[src/rtl/snn_interfaces_pkg.sv]
// Shared types and defaults for the SNN feature-map pipeline.
// Scheduler state encoding and default scheduler parameters.
package snn_interfaces_pkg;

    typedef enum logic [1:0] {
        CONV  = 2'd0,
        DRAIN = 2'd1,
        POOL  = 2'd2,
        PAUSE = 2'd3
    } sched_state_t;

    localparam int DEFAULT_POOL_SIZE      = 2;
    localparam int DEFAULT_TS_QUEUE_DEPTH = 4;
    localparam int DEFAULT_DRAIN_TIMEOUT  = 1024;

endpackage

[src/rtl/timestep_request_queue.sv]
// Timestep request queue: rising-edge detect, saturating pending
// counter and sticky overflow flag.
module timestep_request_queue #(
    parameter int DEPTH = 4
) (
    input  logic                         clk,
    input  logic                         rst_n,
    input  logic                         sys_enable,
    input  logic                         sys_reset,
    input  logic                         timestep,
    input  logic                         done,
    output logic [$clog2(DEPTH+1)-1:0]   pending,
    output logic                         overflow
);

    localparam int PW = $clog2(DEPTH + 1);

    logic prev;
    logic rise;

    assign rise = timestep & ~prev & sys_enable;

    always_ff @(posedge clk or negedge rst_n) begin
        if (!rst_n) begin
            prev     <= 1'b0;
            pending  <= '0;
            overflow <= 1'b0;
        end else if (sys_reset) begin
            prev     <= 1'b0;
            pending  <= '0;
            overflow <= 1'b0;
        end else begin
            // prev tracks even while disabled so re-enable sees no stale edge
            prev <= timestep;
            if (rise && !done) begin
                if (pending == PW'(DEPTH))
                    overflow <= 1'b1;
                else
                    pending <= pending + PW'(1);
            end else if (done && !rise) begin
                pending <= pending - PW'(1);
            end
        end
    end

endmodule

[src/rtl/conv_pool_scheduler.sv]
// Conv/pool mode scheduler: drain policy with watchdog, queued
// timestep requests and inline raster pooling-window generator.
module conv_pool_scheduler
    import snn_interfaces_pkg::*;
#(
    parameter int COORD_BITS     = 8,
    parameter int IMG_WIDTH      = 32,
    parameter int IMG_HEIGHT     = 32,
    parameter int POOL_SIZE      = DEFAULT_POOL_SIZE,
    parameter int TS_QUEUE_DEPTH = DEFAULT_TS_QUEUE_DEPTH,
    parameter int DRAIN_FIFO     = 0,
    parameter int DRAIN_TIMEOUT  = DEFAULT_DRAIN_TIMEOUT
) (
    input  logic                                  clk,
    input  logic                                  rst_n,
    input  logic                                  sys_enable,
    input  logic                                  sys_reset,
    input  logic                                  timestep,
    input  logic                                  conv_active,
    input  logic                                  conv_ready,
    input  logic                                  fifo_empty,
    input  logic                                  out_fifo_full,
    output logic                                  capture_hold,
    output logic                                  conv_or_pool,
    output logic [COORD_BITS-1:0]                 pool_x,
    output logic [COORD_BITS-1:0]                 pool_y,
    output logic                                  pool_valid,
    input  logic                                  pool_ready,
    output logic                                  timestep_done,
    output logic [$clog2(TS_QUEUE_DEPTH+1)-1:0]   pending_ts,
    output logic                                  ts_overflow,
    output logic                                  drain_timeout,
    output logic [1:0]                            sched_state
);

    localparam int OUT_W = IMG_WIDTH / POOL_SIZE;
    localparam int OUT_H = IMG_HEIGHT / POOL_SIZE;
    localparam int CW    = $clog2(DRAIN_TIMEOUT + 1);

    localparam logic [COORD_BITS-1:0] STEP   = COORD_BITS'(POOL_SIZE);
    localparam logic [COORD_BITS-1:0] LAST_X = COORD_BITS'((OUT_W - 1) * POOL_SIZE);
    localparam logic [COORD_BITS-1:0] LAST_Y = COORD_BITS'((OUT_H - 1) * POOL_SIZE);
    localparam logic [CW-1:0]         CNT_MAX = CW'(DRAIN_TIMEOUT - 1);

    sched_state_t state_q, state_d;
    logic [CW-1:0] drain_cnt;
    logic drain_exit;
    logic drain_expired;
    logic hs;
    logic last_col;
    logic sweep_end;

    assign pool_valid   = (state_q == POOL) && !out_fifo_full;
    assign conv_or_pool = (state_q == CONV) || (state_q == DRAIN);
    assign capture_hold = ((state_q == DRAIN) && (DRAIN_FIFO == 0))
                        || (state_q == POOL) || (state_q == PAUSE);
    assign sched_state  = state_q;

    assign drain_exit    = conv_ready && !conv_active
                         && ((DRAIN_FIFO == 0) || fifo_empty);
    assign drain_expired = (drain_cnt == CNT_MAX);
    assign hs            = pool_valid && pool_ready && sys_enable;
    assign last_col      = (pool_x == LAST_X);
    assign sweep_end     = hs && last_col && (pool_y == LAST_Y);

    timestep_request_queue #(
        .DEPTH(TS_QUEUE_DEPTH)
    ) u_queue (
        .clk       (clk),
        .rst_n     (rst_n),
        .sys_enable(sys_enable),
        .sys_reset (sys_reset),
        .timestep  (timestep),
        .done      (sweep_end),
        .pending   (pending_ts),
        .overflow  (ts_overflow)
    );

    always_comb begin
        state_d = state_q;
        unique case (state_q)
            CONV:  if (pending_ts != '0) state_d = DRAIN;
            DRAIN: if (drain_exit || drain_expired) state_d = POOL;
            POOL: begin
                if (out_fifo_full) state_d = PAUSE;
                else if (sweep_end) state_d = CONV;
            end
            PAUSE: if (!out_fifo_full) state_d = POOL;
            default: state_d = CONV;
        endcase
    end

    always_ff @(posedge clk or negedge rst_n) begin
        if (!rst_n) begin
            state_q       <= CONV;
            drain_cnt     <= '0;
            drain_timeout <= 1'b0;
            pool_x        <= '0;
            pool_y        <= '0;
            timestep_done <= 1'b0;
        end else if (sys_reset) begin
            state_q       <= CONV;
            drain_cnt     <= '0;
            drain_timeout <= 1'b0;
            pool_x        <= '0;
            pool_y        <= '0;
            timestep_done <= 1'b0;
        end else if (sys_enable) begin
            state_q       <= state_d;
            timestep_done <= sweep_end;
            // counter sits at zero outside DRAIN, so DRAIN entry starts at 0
            if (state_q != DRAIN)
                drain_cnt <= '0;
            else
                drain_cnt <= drain_cnt + CW'(1);
            if ((state_q == DRAIN) && drain_expired && !drain_exit)
                drain_timeout <= 1'b1;
            if (sweep_end) begin
                pool_x <= '0;
                pool_y <= '0;
            end else if (hs) begin
                if (last_col) begin
                    pool_x <= '0;
                    pool_y <= pool_y + STEP;
                end else begin
                    pool_x <= pool_x + STEP;
                end
            end
        end
    end

endmodule

[config.mk]
export PLATFORM = sky130hd
export DESIGN_NAME = conv_pool_scheduler
export DESIGN_NICKNAME = d
export VERILOG_FILES = /design/src/rtl/snn_interfaces_pkg.sv /design/src/rtl/timestep_request_queue.sv /design/src/rtl/conv_pool_scheduler.sv
export SDC_FILE = /design/constraint.sdc
export NUM_CORES = 1
export LEC_CHECK = 0
export ABC_CLOCK_PERIOD_IN_PS = 2500
export BUFFER_PORTS_ARGS = -buffer_cell sky130_fd_sc_hd__buf_2
export CAP_MARGIN = 25
export CELL_PAD_IN_SITES_DETAIL_PLACEMENT = 0
export CELL_PAD_IN_SITES_GLOBAL_PLACEMENT = 1
export CORE_ASPECT_RATIO = 2
export CORE_MARGIN = 8
export CORE_UTILIZATION = 37
export CTS_CLUSTER_SIZE = 14
export DETAILED_ROUTE_END_ITERATION = 7
export PLACE_DENSITY_LB_ADDON = 0.1
export SKIP_CTS_REPAIR_TIMING = 1
export SYNTH_ARGS = -nofsm -noshare
export SYNTH_HDL_FRONTEND = slang
export SYNTH_SLANG_ARGS = --single-unit
[constraint.sdc]
create_clock -name clk -period 2.5 [get_ports clk]
set_input_delay 0.25 -clock clk [delete_from_list [all_inputs] [get_ports clk]]
set_output_delay 0.25 -clock clk [all_outputs]
set_load 0.01 [all_outputs]
==> impl_metrics.tcl <==
set metrics [dict create \
    root_buffer "clkbuf_8" \
    gr-total-overflow 0 \
    ant_nets 0 \
    r2r_cells 7 \
    cp_num_buf_inv 0 \
    synth_area_sq_um 1850 \
    grt_pass1_wl_um 7710 \
    vias_per_cell 5.32 \
    slew_viol_final 0 \
    cts_tree "done" \
    cp_slowest_stage_delay_ns 0.56 \
    dpl_worst_slack_ns -0.00165 \
    worstPathMaxFanout 3 \
    fp.dieW_um 66.0 \
    cp.required_ns 2.66 \
    vias 1634 \
    seq_area_frac_synth_pct 45.9 \
    min_period_ns 2.53 \
    fin_crit_sh_pct 101 \
    criticalPathCategory "reg -> reg" \
    die_h_um 116 \
    gp_routability_congestion 0.742 \
    cp_top_family "simple AND/OR/NAND/NOR gates" \
    io_buffers 33 \
    area_growth_pct 22.5 \
    setup-violations-final 1 \
    numClockSinks 34 \
    dp_hpwl_um 3650 \
    leakage_nw 1.09 \
    start_util_pct 38.1 \
    finalHoldViolations 0 \
    slew_headroom_pct 47.6 \
    fin_ws_ns -0.0285 \
    rsz0062_at_grt "yes" \
    worstReg2RegStart "pool_x[7]$_DFFE_PN0P_" \
    crit_chain "or4b_4, nor4_4, a21oi_2, fa_2, and2_4, mux2i_1, mux2_1" \
    fin_worst_skew_ns 0.00808 \
    drc_errors 0 \
    finalSetupTns_ns -0.0285 \
    final_core_util_pct 46.7 \
    cts_inserted_buffers 5 \
    ir_worst_vdd_v 0.000366 \
    clk_path_buf_depth 2 \
    violations "setup timing" \
    ys_seq_elements 34 \
    grt_start_max_net_pins 35 \
    grt_pass1_vias 1615 \
    synth_cell_types 45 \
    hold_class "in -> async" \
    grt_usage_pct 13.0 \
    cp_slowest_cell "or4b_4" \
    hold_slack_ns 0.0339 \
    async_flop_share_pct 100 \
    worst_slew_pin_slew_ns 0.786 \
    drt_first_iter_violations 97 \
    rrSetupSlack_ns -0.03 \
    worstPathArrival_ns 2.69 \
    power_w 0.00108 \
    syn-instance-count 198 \
    max_freq_mhz 395 \
    syn_area_per_cell_sq_um 9.36 \
    antenna_found_initial 0 \
    ys.flop_type "dfrtp_1" \
    clk_pin_slew_ns 0.07 \
    r2r-end "u_queue.pending[2]$_DFFE_PN0P_" \
    placementRows 36 \
    p_per_area_nw_per_um2 478 \
    synth_warnings 0 \
    htree_levels 2 \
    max_cap_violations 0 \
    worstSetupStartpointType "register" \
    drt_first_pass_iters 4 \
    drive_above_1_share_pct 26.8 \
    dieArea_sq_um 7670 \
    status "finished, violations left" \
    clk_latency_ns 0.28 \
    n_antenna_cell 0 \
    coreArea_sq_um 4860 \
    pin_count 37 \
    synth_edf_count 0 \
    wl_per_cell_um 15.5 \
    totalWireLength_um 4770 \
    fin_nets 263 \
    end_kind "register" \
]
cell usage in the layout, fill, tap and decap left out, drive strengths merged, types with 3 or more instances in the layout:
master	Yosys	routed
inv	5	5
o21ai	11	11
nand2	20	20
nand2b	4	4
nor3	7	7
ha	3	3
a21oi	14	14
nand4	6	6
nor2	26	26
buf	5	50
xnor2	3	3
nor2b	3	3
and3	4	4
nand3	8	8
xor2	9	9
clkbuf	2	8
dfrtp	34	34
flip-flops by register name, summed over array words and instances (netlist names):
name	count
timestep_done	1
u_queue.prev	1
pool_x	7
u_queue.pending	3
sched_state	2
pool_y	7
drain_cnt	11
u_queue.overflow	1
drain_timeout	1
metrics by stage:
stage / instance area [sq um] / cells
after detailed placement: 2140 / 293
after floorplan: 1860 / 199
after global placement: 2140 / 293
final: 2270 / 307
after global routing: 2270 / 307
after CTS: 2220 / 301
layer usage:
metal  GRT usage, %  wire [um]  vias to the layer above
li1               -          -                      803
met1           12.3       1790                      792
met2           25.1       2650                       32
met3           3.39        253                        7
met4           5.16         72                        0
met5              0          0                        -
cell families after synthesis:
kind of cell    count (synthesis)  share of synthesized area [%]
compound gates                 38                           13.4
buf+inv                        12                           3.24
flops                          34                           45.9
simple gates                   94                           26.7
mux                             3                           1.76
xor+xnor                       12                           5.67
other cells                     1                          0.202
fa+ha+maj                       4                           3.11
cells in the mapped netlist (2+ instances only):
cell type / number / area [sq um]
o21ai_0: 11 / 55.1
o31ai_1: 2 / 15.0
a32o_1: 2 / 20.0
clkbuf_1: 2 / 7.51
buf_4: 2 / 15.0
and3_1: 2 / 12.5
a21oi_1: 14 / 70.1
a31oi_1: 2 / 12.5
nor2_1: 26 / 97.6
nand3_1: 8 / 40.0
mux2_1: 2 / 22.5
inv_1: 5 / 18.8
xnor2_1: 3 / 26.3
or3_1: 2 / 12.5
nor3b_1: 2 / 15.0
nor2b_1: 3 / 18.8
nand2_1: 20 / 75.1
nor3_1: 7 / 35.0
xor2_1: 9 / 78.8
nand4_1: 6 / 37.5
nand2b_1: 4 / 25.0
o2111ai_1: 2 / 17.5
or2_2: 2 / 12.5
and2_1: 2 / 12.5
dfrtp_1: 34 / 851
buf_1: 2 / 7.51
and3_2: 2 / 15.0
ha_1: 3 / 37.5
layout make-up:
class | instances | area (sq um)
fill | 484 | 2590
multi-input combinational | 153 | 955
sequential | 34 | 852
timing repair buffer | 50 | 293
clock buffer | 8 | 80.1
tap | 57 | 71.3
inverter | 5 | 18.8
how the worst max path moves through the flow:
stage	start	to	slack, ns	depth (start not counted)
after detailed placement	out_fifo_full	u_queue.pending[2]$_DFFE_PN0P_	-0.002	8
after CTS	sched_state[0]$_DFFE_PN0P_	u_queue.pending[2]$_DFFE_PN0P_	-0.02	7
final	pool_x[7]$_DFFE_PN0P_	u_queue.pending[2]$_DFFE_PN0P_	-0.03	7
after global routing	pool_x[7]$_DFFE_PN0P_	u_queue.pending[2]$_DFFE_PN0P_	-0.08	7
after floorplan	sched_state[0]$_DFFE_PN0P_	u_queue.pending[2]$_DFFE_PN0P_	-0.02	7
after global placement	out_fifo_full	u_queue.pending[2]$_DFFE_PN0P_	0.02	8
power by group:
part           switching [W]  internal (W)
clock network       0.000189      0.000198
logic              0.0000798     0.0000487
registers         0.00000960      0.000559
total               0.000278      0.000806
No activity file was read; power rests on OpenSTA's default activity.
